`src/rtl/jpeb_isa_pkg.sv`:
```
// Shared ISA definitions for the RiSC-16-style instruction set:
// opcode values, field positions, the bubble instruction word,
// the decoded-bundle type and the 7-bit immediate sign extender.
package jpeb_isa_pkg;

  localparam logic [2:0] OP_ADD  = 3'b000;
  localparam logic [2:0] OP_ADDI = 3'b001;
  localparam logic [2:0] OP_NAND = 3'b010;
  localparam logic [2:0] OP_LUI  = 3'b011;
  localparam logic [2:0] OP_SW   = 3'b100;
  localparam logic [2:0] OP_LW   = 3'b101;
  localparam logic [2:0] OP_BEQ  = 3'b110;
  localparam logic [2:0] OP_JALR = 3'b111;

  localparam int OPC_HI  = 15;
  localparam int OPC_LO  = 13;
  localparam int RA_HI   = 12;
  localparam int RA_LO   = 10;
  localparam int RB_HI   = 9;
  localparam int RB_LO   = 7;
  localparam int RC_HI   = 2;
  localparam int RC_LO   = 0;
  localparam int IMM7_HI = 6;
  localparam int LUI_HI  = 9;

  // add r0,r0,r0 : architecturally a no-op
  localparam logic [15:0] NOP_WORD = 16'h0000;

  typedef struct packed {
    logic [2:0]  opcode;
    logic [2:0]  ra;
    logic [2:0]  rb;
    logic [2:0]  rc;
    logic [15:0] imm;
    logic        is_branch;
    logic        is_jalr;
    logic        is_load;
    logic        is_store;
    logic        writes_reg;
  } dec_t;

  function automatic logic [15:0] sext7(input logic [6:0] v);
    return {{9{v[6]}}, v};
  endfunction

endpackage

```
`src/rtl/instr_decoder.sv`:
```
// Purely combinational instruction decoder: splits a 16-bit word into
// fields, immediate and control flags, and reports which registers it reads.
module instr_decoder
  import jpeb_isa_pkg::*;
(
  input  logic [15:0] instr,
  output dec_t        dec,
  output logic [2:0]  src0,
  output logic [2:0]  src1,
  output logic [1:0]  src_used
);

  // Field extraction, immediate formation, flags and source selection
  always_comb begin
    dec          = '0;
    src0         = '0;
    src1         = '0;
    src_used     = '0;
    dec.opcode   = instr[OPC_HI:OPC_LO];
    dec.ra       = instr[RA_HI:RA_LO];
    dec.rb       = instr[RB_HI:RB_LO];
    dec.rc       = instr[RC_HI:RC_LO];
    case (dec.opcode)
      OP_ADD, OP_NAND: begin
        src0     = dec.rb;
        src1     = dec.rc;
        src_used = 2'b11;
      end
      OP_ADDI: begin
        dec.imm  = sext7(instr[IMM7_HI:0]);
        src0     = dec.rb;
        src_used = 2'b01;
      end
      OP_LUI: begin
        dec.imm  = {instr[LUI_HI:0], 6'b0};
      end
      OP_SW: begin
        dec.imm      = sext7(instr[IMM7_HI:0]);
        dec.is_store = 1'b1;
        src0         = dec.ra;
        src1         = dec.rb;
        src_used     = 2'b11;
      end
      OP_LW: begin
        dec.imm     = sext7(instr[IMM7_HI:0]);
        dec.is_load = 1'b1;
        src0        = dec.rb;
        src_used    = 2'b01;
      end
      OP_BEQ: begin
        dec.imm       = sext7(instr[IMM7_HI:0]);
        dec.is_branch = 1'b1;
        src0          = dec.ra;
        src1          = dec.rb;
        src_used      = 2'b11;
      end
      default: begin // OP_JALR
        dec.is_jalr = 1'b1;
        src0        = dec.rb;
        src_used    = 2'b01;
      end
    endcase
    // r0 is hardwired, so writes to it are not real writes
    dec.writes_reg = (dec.opcode != OP_SW) && (dec.opcode != OP_BEQ) && (dec.ra != 3'd0);
  end

endmodule

```
`src/rtl/decode_stage.sv`:
```
// Decode pipeline stage: selects the instruction (skid or memory), decodes
// it, drives register-file read addresses, detects load-use hazards and
// registers the decoded bundle for execute.
module decode_stage
  import jpeb_isa_pkg::*;
#(
  parameter int          PC_W      = 16,
  parameter logic [15:0] NOP_INSTR = NOP_WORD
) (
  input  logic            clk,
  input  logic            rst_n,
  input  logic            stall,
  input  logic            flush,
  input  logic            bubble_in,
  input  logic [PC_W-1:0] pc_in,
  input  logic [15:0]     mem_data,
  output logic [2:0]      rf_raddr0,
  output logic [2:0]      rf_raddr1,
  output logic            hazard_stall,
  output logic            bubble_out,
  output logic [PC_W-1:0] pc_out,
  output logic [2:0]      opcode,
  output logic [2:0]      ra,
  output logic [2:0]      rb,
  output logic [2:0]      rc,
  output logic [15:0]     imm,
  output logic            is_branch,
  output logic            is_jalr,
  output logic            is_load,
  output logic            is_store,
  output logic            writes_reg
);

  localparam logic [0:0] ST_RUN  = 1'b0;
  localparam logic [0:0] ST_HELD = 1'b1;

  logic [0:0]      state_reg;
  logic            skid_valid_reg;
  logic [15:0]     skid_instr_reg;
  logic [PC_W-1:0] skid_pc_reg;

  logic            bubble_out_reg;
  logic [PC_W-1:0] pc_out_reg;
  dec_t            dec_reg;

  logic [15:0]     instr_sel;
  logic [PC_W-1:0] pc_sel;
  logic            bubble_sel;
  logic [15:0]     instr_dec;
  dec_t            dec_sel;
  logic [2:0]      src0;
  logic [2:0]      src1;
  logic [1:0]      src_used;
  logic            src0_hit;
  logic            src1_hit;
  logic            capture;

  // A held instruction is always a real one, so a loaded skid never bubbles
  assign instr_sel  = skid_valid_reg ? skid_instr_reg : mem_data;
  assign pc_sel     = skid_valid_reg ? skid_pc_reg : pc_in;
  assign bubble_sel = skid_valid_reg ? 1'b0 : bubble_in;
  assign instr_dec  = bubble_sel ? NOP_INSTR : instr_sel;

  instr_decoder u_dec (
    .instr    (instr_dec),
    .dec      (dec_sel),
    .src0     (src0),
    .src1     (src1),
    .src_used (src_used)
  );

  assign rf_raddr0 = src0;
  assign rf_raddr1 = src1;

  // Load-use: the load now in the output register targets a source we read
  assign src0_hit = src_used[0] && (src0 == dec_reg.ra) && (src0 != 3'd0);
  assign src1_hit = src_used[1] && (src1 == dec_reg.ra) && (src1 != 3'd0);
  assign hazard_stall = !bubble_out_reg && dec_reg.is_load && dec_reg.writes_reg &&
                        !bubble_sel && (src0_hit || src1_hit);

  // Park a real memory instruction when it cannot issue this cycle
  assign capture = (stall || hazard_stall) && (state_reg == ST_RUN) && !bubble_in;

  // Pipeline register, skid register and RUN/HELD control
  always_ff @(posedge clk or negedge rst_n) begin
    if (!rst_n) begin
      state_reg      <= ST_RUN;
      skid_valid_reg <= 1'b0;
      skid_instr_reg <= '0;
      skid_pc_reg    <= '0;
      bubble_out_reg <= 1'b1;
      pc_out_reg     <= '0;
      dec_reg        <= '0;
    end else if (flush) begin
      state_reg      <= ST_RUN;
      skid_valid_reg <= 1'b0;
      bubble_out_reg <= 1'b1;
      dec_reg        <= '0;
    end else if (stall || hazard_stall) begin
      if (capture) begin
        state_reg      <= ST_HELD;
        skid_valid_reg <= 1'b1;
        skid_instr_reg <= mem_data;
        skid_pc_reg    <= pc_in;
      end
      // a hazard inserts a bubble; a downstream stall freezes everything
      if (!stall) begin
        bubble_out_reg <= 1'b1;
        dec_reg        <= '0;
      end
    end else begin
      bubble_out_reg <= bubble_sel;
      pc_out_reg     <= pc_sel;
      dec_reg        <= dec_sel;
      if (state_reg == ST_HELD) begin
        state_reg      <= ST_RUN;
        skid_valid_reg <= 1'b0;
      end
    end
  end

  assign bubble_out = bubble_out_reg;
  assign pc_out     = pc_out_reg;
  assign opcode     = dec_reg.opcode;
  assign ra         = dec_reg.ra;
  assign rb         = dec_reg.rb;
  assign rc         = dec_reg.rc;
  assign imm        = dec_reg.imm;
  assign is_branch  = dec_reg.is_branch;
  assign is_jalr    = dec_reg.is_jalr;
  assign is_load    = dec_reg.is_load;
  assign is_store   = dec_reg.is_store;
  assign writes_reg = dec_reg.writes_reg;

endmodule
```
`config.mk`:
```
export PLATFORM = sky130hd
export DESIGN_NAME = decode_stage
export DESIGN_NICKNAME = d
export VERILOG_FILES = /design/src/rtl/jpeb_isa_pkg.sv /design/src/rtl/instr_decoder.sv /design/src/rtl/decode_stage.sv
export SDC_FILE = /design/constraint.sdc
export NUM_CORES = 1
export LEC_CHECK = 0
export CORE_UTILIZATION = 50
export DETAILED_ROUTE_END_ITERATION = 10
export GPL_TIMING_DRIVEN = 0
export PLACE_DENSITY = 0.8
export SYNTH_ARGS = -nofsm -noshare
export SYNTH_HDL_FRONTEND = slang
export SYNTH_SLANG_ARGS = --single-unit
```
`constraint.sdc`:
```
create_clock -name clk -period 4.55 [get_ports clk]
set_input_delay 1.1375 -clock clk [delete_from_list [all_inputs] [get_ports clk]]
set_output_delay 1.1375 -clock clk [all_outputs]
set_load 0.03 [all_outputs]
```
==> metrics, run 1 <==
run status finished clean; most used flip-flop cell after synthesis dfrtp_1; Final Skew 12.5 ps; startpoint types input pin; sequential share of the synthesized area around half; drt drc 0; Clk Latency, worst-skew pair approximately 360 ps; Rel. slew slack 55.3%; CP max FO 7; f_max 223 MHz; Yosys warning total 0; Routed Antenna Nets 0; CP arrival 3350 ps; vias in the first global route between 3000 and 4000; antenna cell count 0; port bufs a little over 90; global-route wire length before repair 16700 um; Tmin final 4490 ps; Critical Path RT between 3000 and 4000 ps; DP HPWL 7440 um; final cell count without fillers 570; total clock buffers created by CTS 9; dpl cell area 5220 sq um; max-cap violation count 0; drt initial violations 185; syn nets 389; Leak between 2 and 2.5 nW; area grow syn2layout 35.4%; Worst Slack Setup Final 63.8 ps; Final Cell Area ~5600 sq um; drt via density 5.77; via count 3288; Peak VDD IR 0.205 mV; Ports 94; Setup violations, final 0; initial antenna violation count 0; total routed wirelength just over 10000 um; Row Count 32; maximum clock path buffer count 2; H-tree levels 3; PwrDens roughly 360 nW/um^2; final net count 500; initial core utilization a little over half; post-DR wirelength/cell 18.1 um; synth unique cells just over 50; layout cells sized above 1 a little over a quarter; Die Ht slightly above 90 um; Core Box Area 7850 sq um; Root Buffer clkbuf_8; Placer Congestion 0.885; Yosys reg bits 84; largest net degree at the start of global routing 60; fin crit share 98.6%; CTS sink count 84; Post-synth EDFFs 0; Tot GR Track Use 25.1%; final hold vios 0; CTS tree yes; GR Overflow Total 0; Post-Syn Area 4140 sq um; Placed Cells 547; Synth Instances 352; CP Capture Type output port; Worst-Margin Slew 664 ps; dpl ws -1150 ps; Final Max Slew Viols 0; Avg Cell Area, Syn roughly 12 sq um; R2R Setup Slk 1320 ps; clk slew on worst S/H paths 90 ps; kind of critical path input pin to output port; worst hold slack 489 ps; DIE AREA 8650 sq um; Post-synth ARST share 100%; Die Width 93.0 um; HP Class flop to flop; 1st-pass router iterations 4
## cell families (layout without fill, tap and decap cells)
family                 after synthesis  count (layout)  synth area share [%]
XOR/XNOR                             2               2                 0.423
multiplexers                        65              65                  18.6
buffers and inverters               29             145                  4.14
flip-flops                          84              84                  50.8
AO/OA/AOI/OAI                       93              93                  15.5
AND/OR/NAND/NOR                     79              79                  10.5
## report_power, final
group | total, mW | switching [mW] | internal [mW]
registers | 0.908 | 0.0626 | 0.845
clock network | 0.557 | 0.283 | 0.273
logic | 0.546 | 0.282 | 0.264
## layer usage
metal	share of wire [%]	up-vias	wire (um)	track usage [%]
li1	-	1525	-	-
met1	44	1627	4520	33.7
met2	48	115	4970	42.1
met3	6.2	21	637	3.98
met4	1.9	0	195	7.56
met5	0	-	0	0
## worst max-delay path, cell delays in order
cell,delay [ps]
dlygate4sd2_1,280
buf_6,150
nor3b_4,260
nor2_4,100
a211o_1,330
mux2_1,320
a22oi_2,280
o41a_1,260
nor2_2,70
buf_4,170
## path summary, 6_finish.rpt
| kind | from | to | cells after the start |
|---|---|---|---|
| max in group asynchronous | rst_n | bubble_out | 2 |
| max | bubble_in | hazard_stall | 10 |
| min reg2reg | imm[0] | imm[0] | 2 |
| min in group asynchronous | rst_n | rc[1] | 1 |
| max reg2reg | skid_valid_reg | pc_out[10] | 11 |
| min | imm[0] | imm[0] | 2 |
## layout by cell type, fill, tap and decap left out, types with 3 or more instances in the layout
cell,instances
buf_2,4
clkdlybuf4s50_1,87
nor3b_2,6
inv_1,7
mux2_4,10
nand2b_1,3
a21oi_2,5
o21a_1,3
o21ai_1,3
nand2_1,26
a32o_1,4
o21ai_0,26
mux2_2,50
o32ai_1,4
nor3b_1,7
clkbuf_8,10
nand3_1,3
o22ai_1,3
buf_6,8
a22o_1,11
buf_4,10
nor2_1,10
mux2_1,5
dfrtp_1,83
a21o_1,4
a21oi_1,13
nor2_2,3
dlygate4sd2_1,3
clkbuf_1,8
## final cells by class
class / instances / area, sq um
inverter: 7 / 26.3
tap: 102 / 128
fill: 596 / 2240
sequential: 84 / 2100
clock inverter: 6 / 71.3
multi-input combinational: 239 / 2000
buffer: 22 / 154
timing repair buffer: 100 / 990
clock buffer: 10 / 138
## Yosys cell counts (2+ instances only)
cell	n	share of area, %
a21o_1	4	0.73
nor2_1	12	1.1
o21ai_1	2	0.24
o21ai_0	28	3.4
or3_1	2	0.30
inv_1	7	0.63
nand2_1	26	2.4
buf_2	5	0.60
a211oi_1	2	0.36
a21oi_1	18	2.2
a22o_1	11	2.3
o211ai_1	2	0.36
nand2b_1	5	0.76
buf_6	7	1.9
clkbuf_1	8	0.73
xor2_1	2	0.42
o21a_1	3	0.54
o22ai_1	3	0.45
mux2_4	10	3.6
o32ai_1	5	1.1
mux2_2	50	14
and4b_1	2	0.48
nor2_2	2	0.30
mux2_1	5	1.4
nor3b_1	13	2.4
nor2b_1	2	0.30
nor4b_1	3	0.63
a32o_1	4	0.97
nor4_1	2	0.30
nor3_1	2	0.24
nand3_1	3	0.36
dfrtp_1	83	50
## metrics by stage
stage,power (mW),setup TNS [ps],utilization [%]
after floorplan,1.23,0,-
after global placement,1.42,-55300,66.2
after detailed placement,1.44,-1570,66.5
after CTS,2.01,0,70.8
after global routing,2.10,-5.24,71.4
final,2.01,0,71.4
## timing repair
item                                    4_1_cts  5_1_grt
cloned                                        1        0
gates resized for setup                      27       12
pin swaps                                     5        1
hold buffers                                  0        0
endpoints found under the setup margin        3        1
setup buffers                                 6        0
No activity file was read; power rests on OpenSTA's default activity.
==> inputs of run 2 (changes only) <==
--- a/config.mk
+++ b/config.mk
@@ -5,10 +5,12 @@
 export SDC_FILE = /design/constraint.sdc
 export NUM_CORES = 1
 export LEC_CHECK = 0
+export CAP_MARGIN = 15
 export CORE_UTILIZATION = 50
 export DETAILED_ROUTE_END_ITERATION = 10
 export GPL_TIMING_DRIVEN = 0
 export PLACE_DENSITY = 0.8
+export SETUP_SLACK_MARGIN = 0.05
 export SYNTH_ARGS = -nofsm -noshare
 export SYNTH_HDL_FRONTEND = slang
 export SYNTH_SLANG_ARGS = --single-unit
==> run 2 against run 1 <==
Compared with the run above:
- clock skew is essentially flat
- die area is the same
- setup slack gained 24 ps
- sequential power is essentially flat
- register-to-register slack lost 90 ps
- hold slack lost 1.1 ps
- routed wire length grew 0.75%
- non-clock buffer count grew 2
- first-iteration DRC count grew 15%
- utilization grew 0.35 points
- highest routed layer unchanged
==> metrics, run 2 (synthesis results as in run 1) <==
drt initial violations 213; maximum clock path buffer count 2; Row Count 32; post-DR wirelength/cell roughly 18 um; CP Capture Type output port; Worst-Margin Slew 762 ps; cell type of the slowest stage on the worst timing path clkdlybuf4s50_1; 1st-pass router iterations 4; CTS sink count 84; Final Skew 12.4 ps; vias in the first global route ~3300; initial core utilization 52.8%; Core Box Area 7850 sq um; Setup violations, final 0; Leak 2.36 nW; max-cap violation count 0; Die Ht 93.0 um; area grow syn2layout 36.1%; drt drc 0; startpoint types input pin; final net count 502; CTS tree yes; Layout Utilization 71.8%; Final Max Slew Viols 0; H-tree levels 3; port bufs 92; crit path cell chain clkdlybuf4s50_1 > nor3b_2 > a21oi_2 > o21a_1 > o21ai_1 > nand2b_1 > o41a_1 > nor2_2 > buf_4; run status finished clean; layout cells sized above 1 28.1%; FILL cells 594; global-route wire length before repair 16700 um; commonest non-fill, non-tap cell in the layout clkdlybuf4s50_1; Rel. slew slack 48.7%; largest net degree at the start of global routing 60; hold_sp imm[0]; antenna cell count 0; fin crit share 98.1%; Setup crit start mem_data[8]; initial antenna violation count 0; Tot GR Track Use 25.1%; Placer Congestion 0.885; Die Width 93.0 um; Clk Latency, worst-skew pair about 360 ps; setup TNS 0 ps; Root Buffer clkbuf_8; most frequent cells in the layout clkdlybuf4s50_1 (87), dfrtp_1 (83), mux2_2 (50), nand2_1 (26), o21ai_0 (26); Tmin final 4460 ps; via count 3313; Ports 94; f_max roughly 220 MHz; register area 2100 sq um; area of the multi-input gates 2010 sq um; final hold vios 0; reg-to-reg startpoint skid_valid_reg; Routed Antenna Nets 0; CP arrival 3330 ps; DP HPWL ~7400 um; kind of critical path input pin to output port; GR Overflow Total 0; drt via density 5.79; total routed wirelength 10400 um; total clock buffers created by CTS 9; DIE AREA between 8000 and 9000 sq um; PwrDens 358 nW/um^2; Peak VDD IR 0.205 mV; HP Class flop to flop; RSZ-0062 raised after global routing false; clk slew on worst S/H paths 90 ps; Critical Path RT about 3400 ps; CP max FO 4; CP max stage delay 540 ps
run 2: cell types whose count changed in the layout (fill, tap and decap cells not counted), sizes merged:
| cell | previous run | this run |
|---|---|---|
| buf | 24 | 26 |
run 2: cell type report:
cell class,count,share of cell area [%]
clock inverter,6,1.27
timing repair buffer,102,17.8
buffer,22,2.73
inverter,7,0.466
sequential,84,37.3
clock buffer,10,2.44
tap,102,2.27
multi-input combinational,239,35.7
run 2: worst paths after layout:
check | slack, ps | depth (start not counted) | endpoint
max reg2reg | 1230 | 12 | pc_out[10]
max in group asynchronous | 3190 | 2 | bubble_out
min reg2reg | 490 | 2 | imm[0]
min | 490 | 2 | imm[0]
max | 90 | 9 | hazard_stall
min in group asynchronous | 690 | 1 | rc[1]
run 2: where the power goes:
group	switching [mW]	total (mW)	internal, mW
Sequential	0.0631	0.908	0.845
Clock	0.283	0.557	0.273
Combinational	0.284	0.551	0.267
Total	0.630	2.02	1.39
run 2: what timing repair did:
| item | in CTS | in global routing |
|---|---|---|
| hold buffers | 0 | 0 |
| cloned | 1 | 0 |
| pin swaps | 5 | 4 |
| gates resized for setup | 29 | 13 |
| buffers inserted | 6 | 2 |
| endpoints found under the setup margin | 4 | 1 |
run 2: critical path, delay by kind of cell:
| family | cells | cell delay, ps |
|---|---|---|
| buf+inv | 2 | 720 |
| compound gates | 4 | 960 |
| simple gates | 3 | 510 |
run 2: through the flow:
| stage | power (mW) | worst slack [ps] | instances | cell area [sq um] | hold WS, ps |
|---|---|---|---|---|---|
| floorplan | 1.23 | 74.5 | 352 | 4150 | 474 |
| global placement | 1.42 | -1070 | 546 | 5190 | 461 |
| detailed placement | 1.44 | -1150 | 547 | 5220 | 471 |
| CTS | 2.01 | 63.2 | 570 | 5560 | 491 |
| global route | 2.10 | 19.0 | 572 | 5630 | 511 |
| finish | 2.02 | 87.3 | 572 | 5630 | 488 |
run 2: metal layers:
metal	GRT usage [%]	up-vias	share of wire (%)
li1	-	1531	-
met1	33.7	1647	44
met2	42.1	117	49
met3	3.98	18	5.7
met4	7.56	0	1.4
met5	0	-	0
